==> config.mk <==
export PLATFORM = sky130hd
export DESIGN_NAME = dmem_lsu
export DESIGN_NICKNAME = d
export VERILOG_FILES = /design/src/rtl/dmem_lsu.sv
export SDC_FILE = /design/constraint.sdc
export NUM_CORES = 1
export LEC_CHECK = 0
export ABC_AREA = 1
export CORE_ASPECT_RATIO = 0.6
export CORE_UTILIZATION = 56
export CTS_CLUSTER_SIZE = 25
export DETAILED_ROUTE_END_ITERATION = 12
export DONT_BUFFER_PORTS = 1
export MAX_ROUTING_LAYER = met4
export PLACE_DENSITY = 0.82
export SLEW_MARGIN = 20
export SYNTH_ARGS = -nofsm -noshare
export SYNTH_HDL_FRONTEND = slang
export SYNTH_SLANG_ARGS = --single-unit
==> constraint.sdc <==
create_clock -name clk -period 3.7 [get_ports clk]
set_input_delay 0.555 -clock clk [delete_from_list [all_inputs] [get_ports clk]]
set_output_delay 0.555 -clock clk [all_outputs]
set_load 0.01 [all_outputs]
==> src/rtl/dmem_lsu.sv <==
// dmem_lsu: RV32I load/store unit that drives a word-addressed, byte-enable data RAM.
// Converts LB/LH/LW/LBU/LHU/SB/SH/SW into a RAM access with lane-placed data, then
// returns one response per request (sign/zero-extended load data, error flag).
// Optional feature macro: LSU_MISALIGN_TRAP_EN
//   defined   -> misaligned halfword/word accesses are reported as errors
//   undefined -> misaligned accesses are forced aligned and proceed normally
module dmem_lsu #(
    parameter int unsigned MEM_LAT = 1  // RAM read latency in cycles, 1..7
) (
    input  logic        clk,
    input  logic        rst,
    input  logic        req_valid,
    output logic        req_ready,
    input  logic        req_store,
    input  logic [2:0]  req_funct3,
    input  logic [31:0] req_addr,
    input  logic [31:0] req_wdata,
    output logic        resp_valid,
    output logic [31:0] resp_rdata,
    output logic        resp_err,
    output logic [31:0] daddr,
    output logic [31:0] indata,
    output logic [3:0]  we,
    input  logic [31:0] outdata
);

    typedef enum logic [1:0] {IDLE, ACCESS, WAIT, RESP} state_t;

    localparam logic [2:0] LAT = 3'(MEM_LAT);

    state_t      state_q, state_d;
    logic [2:0]  cnt_q, cnt_d;
    logic        store_q, store_d;
    logic [2:0]  f3_q, f3_d;
    logic [1:0]  off_q, off_d;
    logic [31:0] daddr_q, daddr_d;
    logic [31:0] indata_q, indata_d;
    logic [31:0] rdata_q, rdata_d;
    logic [3:0]  we_q, we_d;
    logic        err_q, err_d;

    // Request decode results
    logic        f3_legal;
    logic        misaligned;
    logic        req_err;
    logic [1:0]  req_off;
    logic [3:0]  req_we;
    logic [31:0] req_data;

    // Load extraction results
    logic [31:0] lane_word;
    logic [31:0] load_val;

    // Decode the incoming request: funct3 legality, alignment, lane placement.
    always_comb begin
        // NOTE: every variable gets a default first so no path leaves it unassigned (no latch).
        req_off    = req_addr[1:0];
        misaligned = 1'b0;
        req_we     = 4'b0000;
        req_data   = req_wdata;

        if (req_store) f3_legal = (req_funct3 <= 3'd2);
        else           f3_legal = (req_funct3 inside {3'd0, 3'd1, 3'd2, 3'd4, 3'd5});

        case (req_funct3[1:0])
            2'b01:   misaligned = req_addr[0];
            2'b10:   misaligned = (req_addr[1:0] != 2'b00);
            default: misaligned = 1'b0;
        endcase

`ifdef LSU_MISALIGN_TRAP_EN
        req_err = !f3_legal || misaligned;
`else
        req_err = !f3_legal;
        // Halfword drops addr[0]; word drops addr[1:0].
        if (misaligned) req_off = (req_funct3[1:0] == 2'b01) ? {req_addr[1], 1'b0} : 2'b00;
`endif

        case (req_funct3[1:0])
            2'b00: begin
                req_we   = 4'b0001 << req_off;
                req_data = {4{req_wdata[7:0]}};
            end
            2'b01: begin
                req_we   = req_off[1] ? 4'b1100 : 4'b0011;
                req_data = {2{req_wdata[15:0]}};
            end
            default: begin
                req_we   = 4'b1111;
                req_data = req_wdata;
            end
        endcase

        if (!req_store) req_we = 4'b0000;
    end

    // Select the addressed lane of the RAM word and extend it by funct3.
    always_comb begin
        lane_word = outdata >> {off_q, 3'b000};
        case (f3_q)
            3'd0:    load_val = {{24{lane_word[7]}}, lane_word[7:0]};
            3'd1:    load_val = {{16{lane_word[15]}}, lane_word[15:0]};
            3'd4:    load_val = {24'h0, lane_word[7:0]};
            3'd5:    load_val = {16'h0, lane_word[15:0]};
            default: load_val = lane_word;  // LW is always word aligned here
        endcase
    end

    // Next-state and handshake logic for the IDLE/ACCESS/WAIT/RESP sequence.
    always_comb begin
        state_d  = state_q;
        cnt_d    = cnt_q;
        store_d  = store_q;
        f3_d     = f3_q;
        off_d    = off_q;
        daddr_d  = daddr_q;
        indata_d = indata_q;
        rdata_d  = rdata_q;
        err_d    = err_q;
        we_d     = 4'b0000;  // write strobe lives for the single ACCESS cycle only

        req_ready  = (state_q == IDLE) || (state_q == RESP);
        resp_valid = (state_q == RESP);

        case (state_q)
            ACCESS: begin
                if (store_q) begin
                    state_d = RESP;
                end else begin
                    state_d = WAIT;
                    cnt_d   = LAT;
                end
            end
            WAIT: begin
                cnt_d = cnt_q - 3'd1;
                if (cnt_q == 3'd1) begin
                    rdata_d = load_val;
                    state_d = RESP;
                end
            end
            RESP:    state_d = IDLE;
            default: state_d = state_q;
        endcase

        // A handshake in IDLE or RESP starts a new access (overrides RESP -> IDLE).
        if (req_valid && req_ready) begin
            store_d = req_store;
            f3_d    = req_funct3;
            off_d   = req_off;
            err_d   = req_err;
            if (req_err) begin
                state_d = RESP;  // no RAM access; daddr and indata keep their values
            end else begin
                state_d = ACCESS;
                daddr_d = {req_addr[31:2], 2'b00};
                we_d    = req_we;
                if (req_store) indata_d = req_data;
            end
        end
    end

    // State and datapath registers; all memory-side outputs come straight from flops.
    always_ff @(posedge clk or posedge rst) begin
        if (rst) begin
            state_q  <= IDLE;
            cnt_q    <= 3'd0;
            store_q  <= 1'b0;
            f3_q     <= 3'd0;
            off_q    <= 2'b00;
            daddr_q  <= 32'h0;
            indata_q <= 32'h0;
            rdata_q  <= 32'h0;
            we_q     <= 4'b0000;
            err_q    <= 1'b0;
        end else begin
            // NOTE: non-blocking assignments so every flop samples pre-edge values.
            state_q  <= state_d;
            cnt_q    <= cnt_d;
            store_q  <= store_d;
            f3_q     <= f3_d;
            off_q    <= off_d;
            daddr_q  <= daddr_d;
            indata_q <= indata_d;
            rdata_q  <= rdata_d;
            we_q     <= we_d;
            err_q    <= err_d;
        end
    end

    assign daddr      = daddr_q;
    assign indata     = indata_q;
    assign we         = we_q;
    assign resp_rdata = rdata_q;
    assign resp_err   = err_q;

endmodule
==> flow_summary.toml <==
[outcome]
status = "complete, no violations"

[worst_setup_path]
start_kind = "input pin"
crit_arrival_ns = 2.60
r2r_slack_ns = 1.39
reg2regPathDepth = 9
endpoint_kind = "flop"
r2r-end = "indata[1]"
critPathKind = "input pin to flop"
slowest_delay_ns = 0.65
cp_cell_sequence = "inv_2 -> ha_1 -> nor2_8 -> o21ai_4 -> nand2_4 -> nand2_1 -> nand2_1"
cp_common_cell = "nand2_1"
reg2reg_from = "state_q[0]"
crit_family = "simple AND/OR/NAND/NOR gates"
crit_slowest_cell = "o21ai_4"
critPathBufInv = 1
critPathMaxFanout = 32
cp.required_ns = 3.93

[clocking]
clock_latency_ns = 0.34
cts_tree = "yes"
htreeDepth = 3
cts_hold_repair.buffers = 0
postCtsSetupBuffers = 0
cts_root_buf = "clkbuf_16"
cts_resized = 0
clock_path_buffers = 2
cts.clk_slew.worst_paths_ns = 0.08
cts_num_sinks = 110
cts_buffers = 9

[pwr]
powerDensity_nw_per_um2 = 892
finalPower_uw = 5420
leakagePower_uw = 0.00317
ir_worst_vdd_mv = 0.390

[global_routing]
grt_max_degree = 71
overflow = 0
grt_pass1_vias = 4449
grtUsageTotal_pct = 27.7
grt_pass1_wl_um = 22700
antenna_found_initial = 0

[sta]
rsz0062_at_grt = "no"
finalSetupViolCount = 0
report.final.hold_viol_count = 0
skew_ns = 0.00828
slew_violations = 0
relSlewSlack_pct = 35.9
setup_tns_ns = 0
clock.fmax_ghz = 0.422
final.min_clock_period_ns = 2.37
tightest_slew_ns = 0.962
min_period_over_period_pct = 64.0

[logic_synthesis]
yosys_warnings = 0
yosysUniqueCellTypes = 35
yosysTopAreaCell = "dfrtp_1"
avgSynthCellArea_um2 = 8.13
synth_area_leaders = "dfrtp_1 (47%), nand2_1 (16%), nand3_1 (6.3%)"
ys_seq_area_share_pct = 47.1
synthArstFlopShare_pct = 100
netlist_area_um2 = 5840
ys_ff_latch = 110
synth_cells = 719
synth_ff_type = "dfrtp_1"
synth_edf_count = 0
synth_top_area_share_pct = 47.1

[run]
maxCapViolCount = 0

[die]
pin_count = 206
rows = 28
fp.coreArea_um2 = 9980
dieArea_um2 = 10900
dieWidth_um = 134
start_util_pct = 58.5
die_y_um = 81.1

[finish]
nNetsFinal = 806
mostFrequentLayoutCells = "nand2_1 (251), dfrtp_1 (110), nand3_1 (74), inv_1 (56), nor2_1 (34)"
final_util_pct = 60.8
num_antenna_cells = 0
mostFrequentLayoutCell = "nand2_1"
syn_to_final_growth_pct = 3.92
final_area_um2 = 6070
layout-drive-gt1-share_pct = 13.0

[placement]
dp_hpwl_um = 10700
gp_routability_congestion = 0.957
io_buffer_count = 0
place_area_um2 = 5730

[detailed_routing]
drtIter0Drc = 313
vias = 4713
via_per_inst = 5.65
routed_wl_um = 14400
ant_nets = 0
wl_per_cell_um = 17.3
first_pass_iters = 5
drc_errors = 0

[min_path]
min_path_type = "input pin to asynchronous set/reset pin"
## how the worst max path moves through the flow
| stage | cells after the start | endpoint | startpoint | slack (ns) |
|---|---|---|---|---|
| finish | 7 | daddr[18] | req_funct3[1] | 1.33 |
| global route | 7 | daddr[11] | req_funct3[1] | 1.11 |
| CTS | 7 | daddr[14] | req_funct3[1] | 1.37 |
| detailed placement | 7 | daddr[30] | req_funct3[1] | 0.99 |
| global placement | 7 | state_q[1] | req_funct3[1] | 1.15 |
| floorplan | 1 | cnt_q[0] | rst | 0.24 |
## state kept, by name, indices dropped and copies added, names as in the netlist
| signal | flops |
|---|---|
| cnt_q | 3 |
| daddr | 30 |
| f3_q | 3 |
| indata | 32 |
| off_q | 2 |
| resp_err | 1 |
| resp_rdata | 32 |
| state_q | 2 |
| store_q | 1 |
| we | 4 |
## metal layers
| layer | track usage (%) | up-vias | wire (um) |
|---|---|---|---|
| met5 | - | - | 0 |
| met4 | 6.70 | 0 | 208 |
| met3 | 9.55 | 25 | 1820 |
| met2 | 41.7 | 259 | 6430 |
| met1 | 36.0 | 2194 | 5970 |
| li1 | - | 2235 | - |
## kinds of logic (layout without fill, tap and decap cells)
family / count (synthesis) / count (layout) / synth area share, %
adder cells (fa/ha/maj): 9 / 9 / 1.93
flip-flops: 110 / 110 / 47.1
other: 1 / 2 / 0.0642
buffers and inverters: 104 / 83 / 9.55
AND/OR/NAND/NOR: 411 / 411 / 32.0
AO/OA/AOI/OAI: 84 / 84 / 9.36
## Yosys cell counts, drive strengths merged, types with 7 or more instances
cell    count
a21oi      26
a31oi       8
buf        33
clkbuf      7
dfrtp     110
ha          9
inv        64
nand2     262
nand3      85
nor2       39
o211ai      7
o21ai      34
o221ai      7
or2        23
## stage by stage
step                hold slack [ns]  std cells  setup WS [ns]
floorplan                     0.416        720          0.243
finish                        0.255        834           1.33
CTS                           0.301        834           1.37
global placement              0.430        818           1.15
detailed placement            0.449        818          0.994
global route                  0.324        834           1.11
## power by group
group / internal (uW) / switching, uW / leakage [uW] / total (uW)
Clock: 611 / 472 / 0.000165 / 1080
Combinational: 667 / 1150 / 0.00166 / 1810
Sequential: 1770 / 749 / 0.00134 / 2520
Total: 3050 / 2370 / 0.00317 / 5420
## worst reg2reg max path: cells and delay by family, from the launching register on
family                     cells  cell delay [ns]
DFF                            1             0.44
AOI/OAI and AO/OA              1             0.06
adders and majority gates      1             0.40
and+or+nand+nor                4             0.86
buffers and inverters          3             0.42
## cell type report
cell class              count  area (um^2)
clock buffers               9          225
clock inverters             7          114
fillers                   903         3910
inverters                  64          253
multi-input cells         506         2540
flip-flops and latches    110         2750
well taps                 135          169
repair buffers              3         22.5
Power figures use the tool's default switching activity.
